## src/rtl/fetch_packet_queue.sv

```systemverilog
// Dual-issue fetch packet queue between fetch and decode: single-instruction circular buffer
// presenting the two oldest entries as the A/B issue pair. Optional macro: FETCHQ_BYPASS_EN.
module fetch_packet_queue #(
    parameter int DEPTH = 8,
    parameter int XLEN  = 32
) (
    input  logic                     clock,
    input  logic                     reset,
    input  logic                     flush,
    input  logic                     enq_valid,
    output logic                     enq_ready,
    input  logic [XLEN-1:0]          enq_pc,
    input  logic [XLEN-1:0]          enq_inst0,
    input  logic [XLEN-1:0]          enq_inst1,
    input  logic                     enq_two,
    output logic                     a_valid,
    output logic [XLEN-1:0]          a_pc,
    output logic [XLEN-1:0]          a_inst,
    output logic                     b_valid,
    output logic [XLEN-1:0]          b_pc,
    output logic [XLEN-1:0]          b_inst,
    input  logic [1:0]               deq_count,
    output logic [$clog2(DEPTH):0]   count,
    output logic                     deq_err
);

    localparam int PW = $clog2(DEPTH);
    localparam int CW = PW + 1;
    localparam logic [XLEN-1:0] NOP_INST = XLEN'(32'h0000_0013);

    logic [XLEN-1:0] pc_mem_r   [DEPTH];
    logic [XLEN-1:0] inst_mem_r [DEPTH];
    logic [PW-1:0]   head_r;
    logic [PW-1:0]   tail_r;
    logic [CW-1:0]   count_r;
    logic            deq_err_r;
    logic            enq_ready_r;

    logic            enq_fire_s;
    logic [CW-1:0]   nenq_s;
    logic [CW-1:0]   deq_req_s;
    logic [CW-1:0]   avail_s;
    logic [CW-1:0]   eff_s;
    logic            over_s;
    logic [CW-1:0]   count_next_s;
    logic [PW-1:0]   head1_s;
    logic [PW-1:0]   tail1_s;
    logic [XLEN-1:0] pc1_s;
`ifdef FETCHQ_BYPASS_EN
    logic            bypass_s;
`endif

    // Enqueue/dequeue bookkeeping for this cycle
    always_comb begin
        enq_fire_s = enq_valid & enq_ready_r;
        nenq_s     = enq_fire_s ? (enq_two ? CW'(2) : CW'(1)) : CW'(0);
        deq_req_s  = CW'(deq_count);
`ifdef FETCHQ_BYPASS_EN
        // An empty queue hands the incoming packet straight to decode
        bypass_s   = reset & ~flush & enq_fire_s & (count_r == CW'(0));
        avail_s    = bypass_s ? nenq_s : count_r;
`else
        avail_s    = count_r;
`endif
        over_s       = deq_req_s > avail_s;
        eff_s        = over_s ? avail_s : deq_req_s;
        count_next_s = count_r + nenq_s - eff_s;
        head1_s      = head_r + PW'(1);
        tail1_s      = tail_r + PW'(1);
        pc1_s        = enq_pc + XLEN'(4);
    end

    // Pointer, occupancy, ready and sticky error state
    always_ff @(posedge clock) begin
        if (!reset) begin
            head_r      <= PW'(0);
            tail_r      <= PW'(0);
            count_r     <= CW'(0);
            deq_err_r   <= 1'b0;
            enq_ready_r <= 1'b1;
        end else if (flush) begin
            head_r      <= PW'(0);
            tail_r      <= PW'(0);
            count_r     <= CW'(0);
            enq_ready_r <= 1'b1;
        end else begin
            head_r      <= head_r + PW'(eff_s);
            tail_r      <= tail_r + PW'(nenq_s);
            count_r     <= count_next_s;
            deq_err_r   <= deq_err_r | over_s;
            enq_ready_r <= count_next_s <= CW'(DEPTH - 2);
        end
    end

    // Entry storage writes; consumed bypass entries land behind head and are never read
    always_ff @(posedge clock) begin
        if (reset && !flush && enq_fire_s) begin
            pc_mem_r[tail_r]   <= enq_pc;
            inst_mem_r[tail_r] <= enq_inst0;
            if (enq_two) begin
                pc_mem_r[tail1_s]   <= pc1_s;
                inst_mem_r[tail1_s] <= enq_inst1;
            end
        end
    end

    // A/B issue pair; empty slots present pc 0 and a NOP
    always_comb begin
        a_valid = count_r >= CW'(1);
        b_valid = count_r >= CW'(2);
        a_pc    = a_valid ? pc_mem_r[head_r]    : XLEN'(0);
        a_inst  = a_valid ? inst_mem_r[head_r]  : NOP_INST;
        b_pc    = b_valid ? pc_mem_r[head1_s]   : XLEN'(0);
        b_inst  = b_valid ? inst_mem_r[head1_s] : NOP_INST;
`ifdef FETCHQ_BYPASS_EN
        if (bypass_s) begin
            a_valid = 1'b1;
            a_pc    = enq_pc;
            a_inst  = enq_inst0;
            b_valid = enq_two;
            b_pc    = enq_two ? pc1_s     : XLEN'(0);
            b_inst  = enq_two ? enq_inst1 : NOP_INST;
        end else begin
            a_valid = a_valid;
        end
`endif
    end

    assign enq_ready = enq_ready_r;
    assign count     = count_r;
    assign deq_err   = deq_err_r;

endmodule
```

## config.mk

```make
export PLATFORM = sky130hd
export DESIGN_NAME = fetch_packet_queue
export DESIGN_NICKNAME = d
export VERILOG_FILES = /design/src/rtl/fetch_packet_queue.sv
export SDC_FILE = /design/constraint.sdc
export NUM_CORES = 1
export LEC_CHECK = 0
export BUFFER_PORTS_ARGS = -buffer_cell sky130_fd_sc_hd__buf_2
export CAP_MARGIN = 25
export CORE_MARGIN = 5
export CORE_UTILIZATION = 31
export CTS_CLUSTER_SIZE = 12
export DETAILED_ROUTE_END_ITERATION = 8
export GPL_TIMING_DRIVEN = 0
export HOLD_SLACK_MARGIN = 0.08
export SYNTH_ARGS = -nofsm -noshare
export SYNTH_HDL_FRONTEND = slang
export SYNTH_SLANG_ARGS = --single-unit
```

## constraint.sdc

```tcl
create_clock -name clock -period 7.24 [get_ports clock]
set_input_delay 1.448 -clock clock [delete_from_list [all_inputs] [get_ports clock]]
set_output_delay 1.448 -clock clock [all_outputs]
set_load 0.02 [all_outputs]
```

# After elaboration in Yosys (flattened, before gate mapping)
# Memory sizes are Yosys's and may differ from the RTL's. A register that Yosys moved wholly into a read port is not among the register bits.
# Index checks and enable logic that the tools add are counted.
[word_totals]
regBits = 12
ram_bits = 512
inputBits = 103
out_inout_bits = 136
elab_cells = 39
n_memories = 2
[memory_table]
columns = ["memory", "depth", "word_bits", "read_ports", "rd_clocked_by_memory_dff", "wr", "line", "text"]
rows = [
  ["inst_mem_r", 8, 32, 2, 1, 2, "32", "logic [XLEN-1:0] inst_mem_r [DEPTH];"],
  ["pc_mem_r", 8, 32, 2, 1, 2, "31", "logic [XLEN-1:0] pc_mem_r [DEPTH];"],
]
[classes]
n_addsub = 7
order_cmp = 4
muxes = 14
bitwise = 3
reduce_logical = 4
[op_table]
columns = ["operator", "n"]
rows = [
  ["32-bit 2-to-1 mux", 4],
  ["32-bit by 3-bit adder with 32-bit output (second input constant)", 1],
  ["3-bit by 1-bit adder with 3-bit output (second input constant)", 2],
  ["3-bit 2-to-1 mux", 2],
  ["1-bit 2-to-1 mux", 5],
  ["4-bit by 2-bit adder with 4-bit output", 1],
  ["4-bit by 1-bit >= comparator with 1-bit output (second input constant)", 1],
  ["4-bit by 2-bit >= comparator with 1-bit output (second input constant)", 1],
  ["2-bit by 4-bit greater-than comparator with 1-bit output", 1],
  ["4-bit by 3-bit <= comparator with 1-bit output (second input constant)", 1],
  ["2-bit 2-to-1 mux", 2],
  ["4-bit 2-to-1 mux", 1],
  ["4-bit subtractor", 1],
  ["3-bit by 2-bit adder with 3-bit output", 1],
  ["3-bit adder", 1],
  ["1-bit logical AND", 2],
  ["2-bit OR reduction", 1],
  ["1-bit AND", 1],
  ["1-bit zero test", 1],
  ["1-bit inverter", 1],
  ["1-bit OR", 1],
]

# Depth between registers and ports, before layout
[depth]
word_depth = 5
depth_mapped = 13
ltp_nobuf = 13

# Least setup slack after synthesis
# OpenSTA, ideal clock, no wires.
[synth_path]
kind = "input port to flip-flop"
from = "input port reset"
to = "memory inst_mem_r[0][0], enable pin"
setup_ns = 0.581
t_arrival_ns = 6.928
t_required_ns = 6.659
slack_ns = -0.269
stages = 4
n_path_buf = 1
cell_sequence = "or2b_1 > clkbuf_1 > or3_1 > o31ai_1"
[synth_lines]
columns = ["item", "line", "text"]
rows = [
  ["start, declared", "8", "input logic reset,"],
  ["end, declared", "32", ""],
]

# Worst setup path after layout
[layout_path]
from = "register head_r[1]"
to = "output port b_pc[20]"
[layout_via]
elab_chain_cells = 3
[layout_rtl]
columns = ["item", "line", "text"]
rows = [
  ["start, declared", "33", "logic [PW-1:0] head_r;"],
  ["start signal, assigned", "87", "head_r <= head_r + PW'(eff_s);"],
  ["3-bit by 1-bit adder with 3-bit output", "68", "head1_s = head_r + PW'(1);"],
  ["memory 8 x 32 bit", "-", ""],
  ["32-bit 2-to-1 mux", "113", "b_pc = b_valid ? pc_mem_r[head1_s] : XLEN'(0);"],
  ["end, declared", "20", "output logic [XLEN-1:0] b_pc,"],
]
# Every way passes these cells.

==> results.yml <==
status:
  status: "complete, no violations"
route:
  vias: 23900
  first_pass_iters: 5
  ant_nets: 0
  drtIter0Drc: 2533
  wl_per_cell_um: 26.0
  wl_um: 116000
  drc: 0
  drt-vias-per-instance: 5.33
timing:
  maxSlewViolCount: 0
  fin_setup_tns_ps: 0
  relSlewSlack: 0.245
  fin_ws_ps: 1640
  clock.fmax_mhz: 178
  finalHoldViolCount: 0
  rsz0062_at_grt: "no"
  setup_violations: 0
  tightest_slew_ps: 1130
  finalCriticalPeriod_ps: 5600
  skew_ps: 15.0
  period_share: 0.774
synthesis:
  synth_cell_types: 52
  synth-edff-count: 512
  synth.largest_area_cell: "edfxtp_1"
  ys.flop_type: "edfxtp_1"
  yosys-top-cells-area: "edfxtp_1 48%, mux4_2 18%, nand2_1 12%, xnor2_1 4.7%, mux2i_1 2.0%"
  synth_fp_nets: 2928
  synthesis.area_mm2: 0.0317
  ys_ff_latch: 524
  syn_area_per_cell_um2: 11.3
  yosysWarningCount: 0
  postSynth.asyncResetShare: 0
  synth_most_common_cell: "nand2_1"
  postSynthCellCount: 2807
  yosys.area.top_type_share: 0.485
  ys_seq_area_frac: 0.492
  synth_common_cells: "986 x nand2_1, 512 x edfxtp_1, 256 x mux4_2"
power:
  internal-power_w: 0.00651
  power_w: 0.0108
  p_seq_frac: 0.317
  combPwrFrac: 0.424
  p_switching_w: 0.00428
  swShare: 0.397
  p_leak_nw: 13.1
  power_density_mw_per_mm2: 291
  vdd_drop_max_v: 0.000179
  pwr-share-clk: 0.259
clocking:
  cts_root_buffer: "clkbuf_16"
  htreeDepth: 2
  cts_tree: "built"
  cts_inserted_buffers: 56
  hold_buffers: 0
  cts_max_path_buffers: 3
  cts.reportedPaths.clkPinSlew_ps: 70
  cts_resized: 0
  post_cts_buffers: 0
  clk_latency_ps: 630
  clock-sinks: 524
floorplanning:
  die-area_mm2: 0.109
  coreArea_mm2: 0.102
  die_w_um: 330
  num_rows: 117
  die_h_um: 330
  start_util: 0.312
  pin_count: 239
global_routing:
  grt_pass1_vias: 23800
  antenna_found_initial: 19
  grt_first_pass_wirelength_um: 165000
  grt_max_degree: 21
  grt_overflow: 0
  grt_util_all_layers: 0.209
worst_setup_path:
  critical_path_arrival_ps: 4160
  crit_path_start_kind: "flip-flop"
  cp-end-kind: "output port"
  r2r-start: "tail_r[0]$_SDFF_PP0_"
  crit_start: "head_r[1]$_SDFF_PP0_"
  reg2regPathDepth: 9
  crit_end: "b_pc[20]"
  rrSetupSlack_ps: 3450
  critPathMaxFanout: 10
  required_ps: 5790
  r2r_end: "pc_mem_r[2][16]$_DFFE_PP_"
  critPathKind: "reg -> out"
layout:
  area_growth_pct: 17.0
  nets: 3199
  fillCellCount: 9964
  drive_above_1_share: 0.223
placement:
  gp_congestion: 0.857
  dp.final_hpwl_um: 83200
  place.port_buffers: 159
  dp_worst_setup_slack_ps: 1950
flow_run:
  cap_violations: 0
hold_path:
  hold_path_class: "reg -> reg"
[state kept, by name (all words and copies together), names as in the netlist]
signal,flops
deq_err,1
enq_ready,1
inst_mem_r,256
pc_mem_r,256
head_r,3
count,4
tail_r,3
[stage by stage]
| stage | std cells | hold slack [ps] | util | instance area, um2 |
|---|---|---|---|---|
| final | 4488 | 486 | 0.365 | 37100 |
| after global routing | 4483 | 511 | 0.365 | 37100 |
| after floorplan | 2807 | 578 | - | 31700 |
| after global placement | 4334 | 447 | 0.337 | 34300 |
| after CTS | 4477 | 492 | 0.364 | 37100 |
| after detailed placement | 4384 | 469 | 0.348 | 35400 |
[how the worst min path moves through the flow]
stage,slack [ps],to,from,cells after the start
3_5_place_dp,470,deq_err$_SDFFE_PN0N_,deq_err$_SDFFE_PN0N_,1
3_3_place_gp,450,deq_err$_SDFFE_PN0N_,deq_err$_SDFFE_PN0N_,1
5_1_grt,510,deq_err$_SDFFE_PN0N_,deq_err$_SDFFE_PN0N_,1
6_report,490,deq_err$_SDFFE_PN0N_,deq_err$_SDFFE_PN0N_,1
2_1_floorplan,580,head_r[0]$_SDFF_PP0_,head_r[0]$_SDFF_PP0_,2
4_1_cts,490,deq_err$_SDFFE_PN0N_,deq_err$_SDFFE_PN0N_,1
[metal layers]
layer	routed length (um)	GRT usage
met5	97	0
met1	44200	0.267
met2	54900	0.340
met4	5730	0.0949
met3	11500	0.0461
[cells by family after synthesis]
| kind of cell | after synthesis | synth area share |
|---|---|---|
| buf+inv | 319 | 0.0466 |
| flops | 524 | 0.492 |
| fa+ha+maj | 18 | 0.00781 |
| mux | 321 | 0.202 |
| simple gates | 1306 | 0.172 |
| xor+xnor | 241 | 0.0670 |
| compound gates | 78 | 0.0128 |
[layout by cell type, fill, tap and decap left out, drive strengths merged, types with 15 or more instances in the layout]
| master | Yosys | final |
|---|---|---|
| edfxtp | 512 | 512 |
| a21oi | 64 | 64 |
| nand4 | 72 | 72 |
| nor2 | 118 | 118 |
| xnor2 | 171 | 171 |
| nand3 | 50 | 50 |
| clkbuf | 125 | 192 |
| ha | 15 | 15 |
| xor2 | 70 | 70 |
| nor3 | 29 | 29 |
| buf | 178 | 391 |
| clkinv | 0 | 20 |
| mux4 | 256 | 256 |
| nand2 | 986 | 986 |
| mux2i | 64 | 64 |
| inv | 16 | 16 |
[critical path, stage by stage, from the launching register on]
cell and delay [ps]:
dfxtp_1 360, ha_1 310, clkbuf_1 800, buf_1 890, mux4_2 370, nand2_1 60, a21oi_1 470, buf_2 260
[final cells by class]
class	count	area (um2)	share of cell area
sequential	524	15600	0.421
multi-input combinational	1964	14700	0.397
timing repair buffer	213	1870	0.0504
tap	1368	1710	0.0461
clock buffer	67	1460	0.0394
buffer	303	1420	0.0382
clock inverter	26	225	0.00607
inverter	16	60.1	0.00162
antenna	7	17.5	0.000472
[power groups by stage]
stage,combinational [W],sequential [W],clock (W)
after detailed placement,0.00456,0.00348,0
after global routing,0.00484,0.00342,0.00293
final,0.00458,0.00342,0.00280
after global placement,0.00443,0.00350,0
after floorplan,0.00269,0.00350,0
after CTS,0.00458,0.00342,0.00281
(Power assumes the default switching activity.)
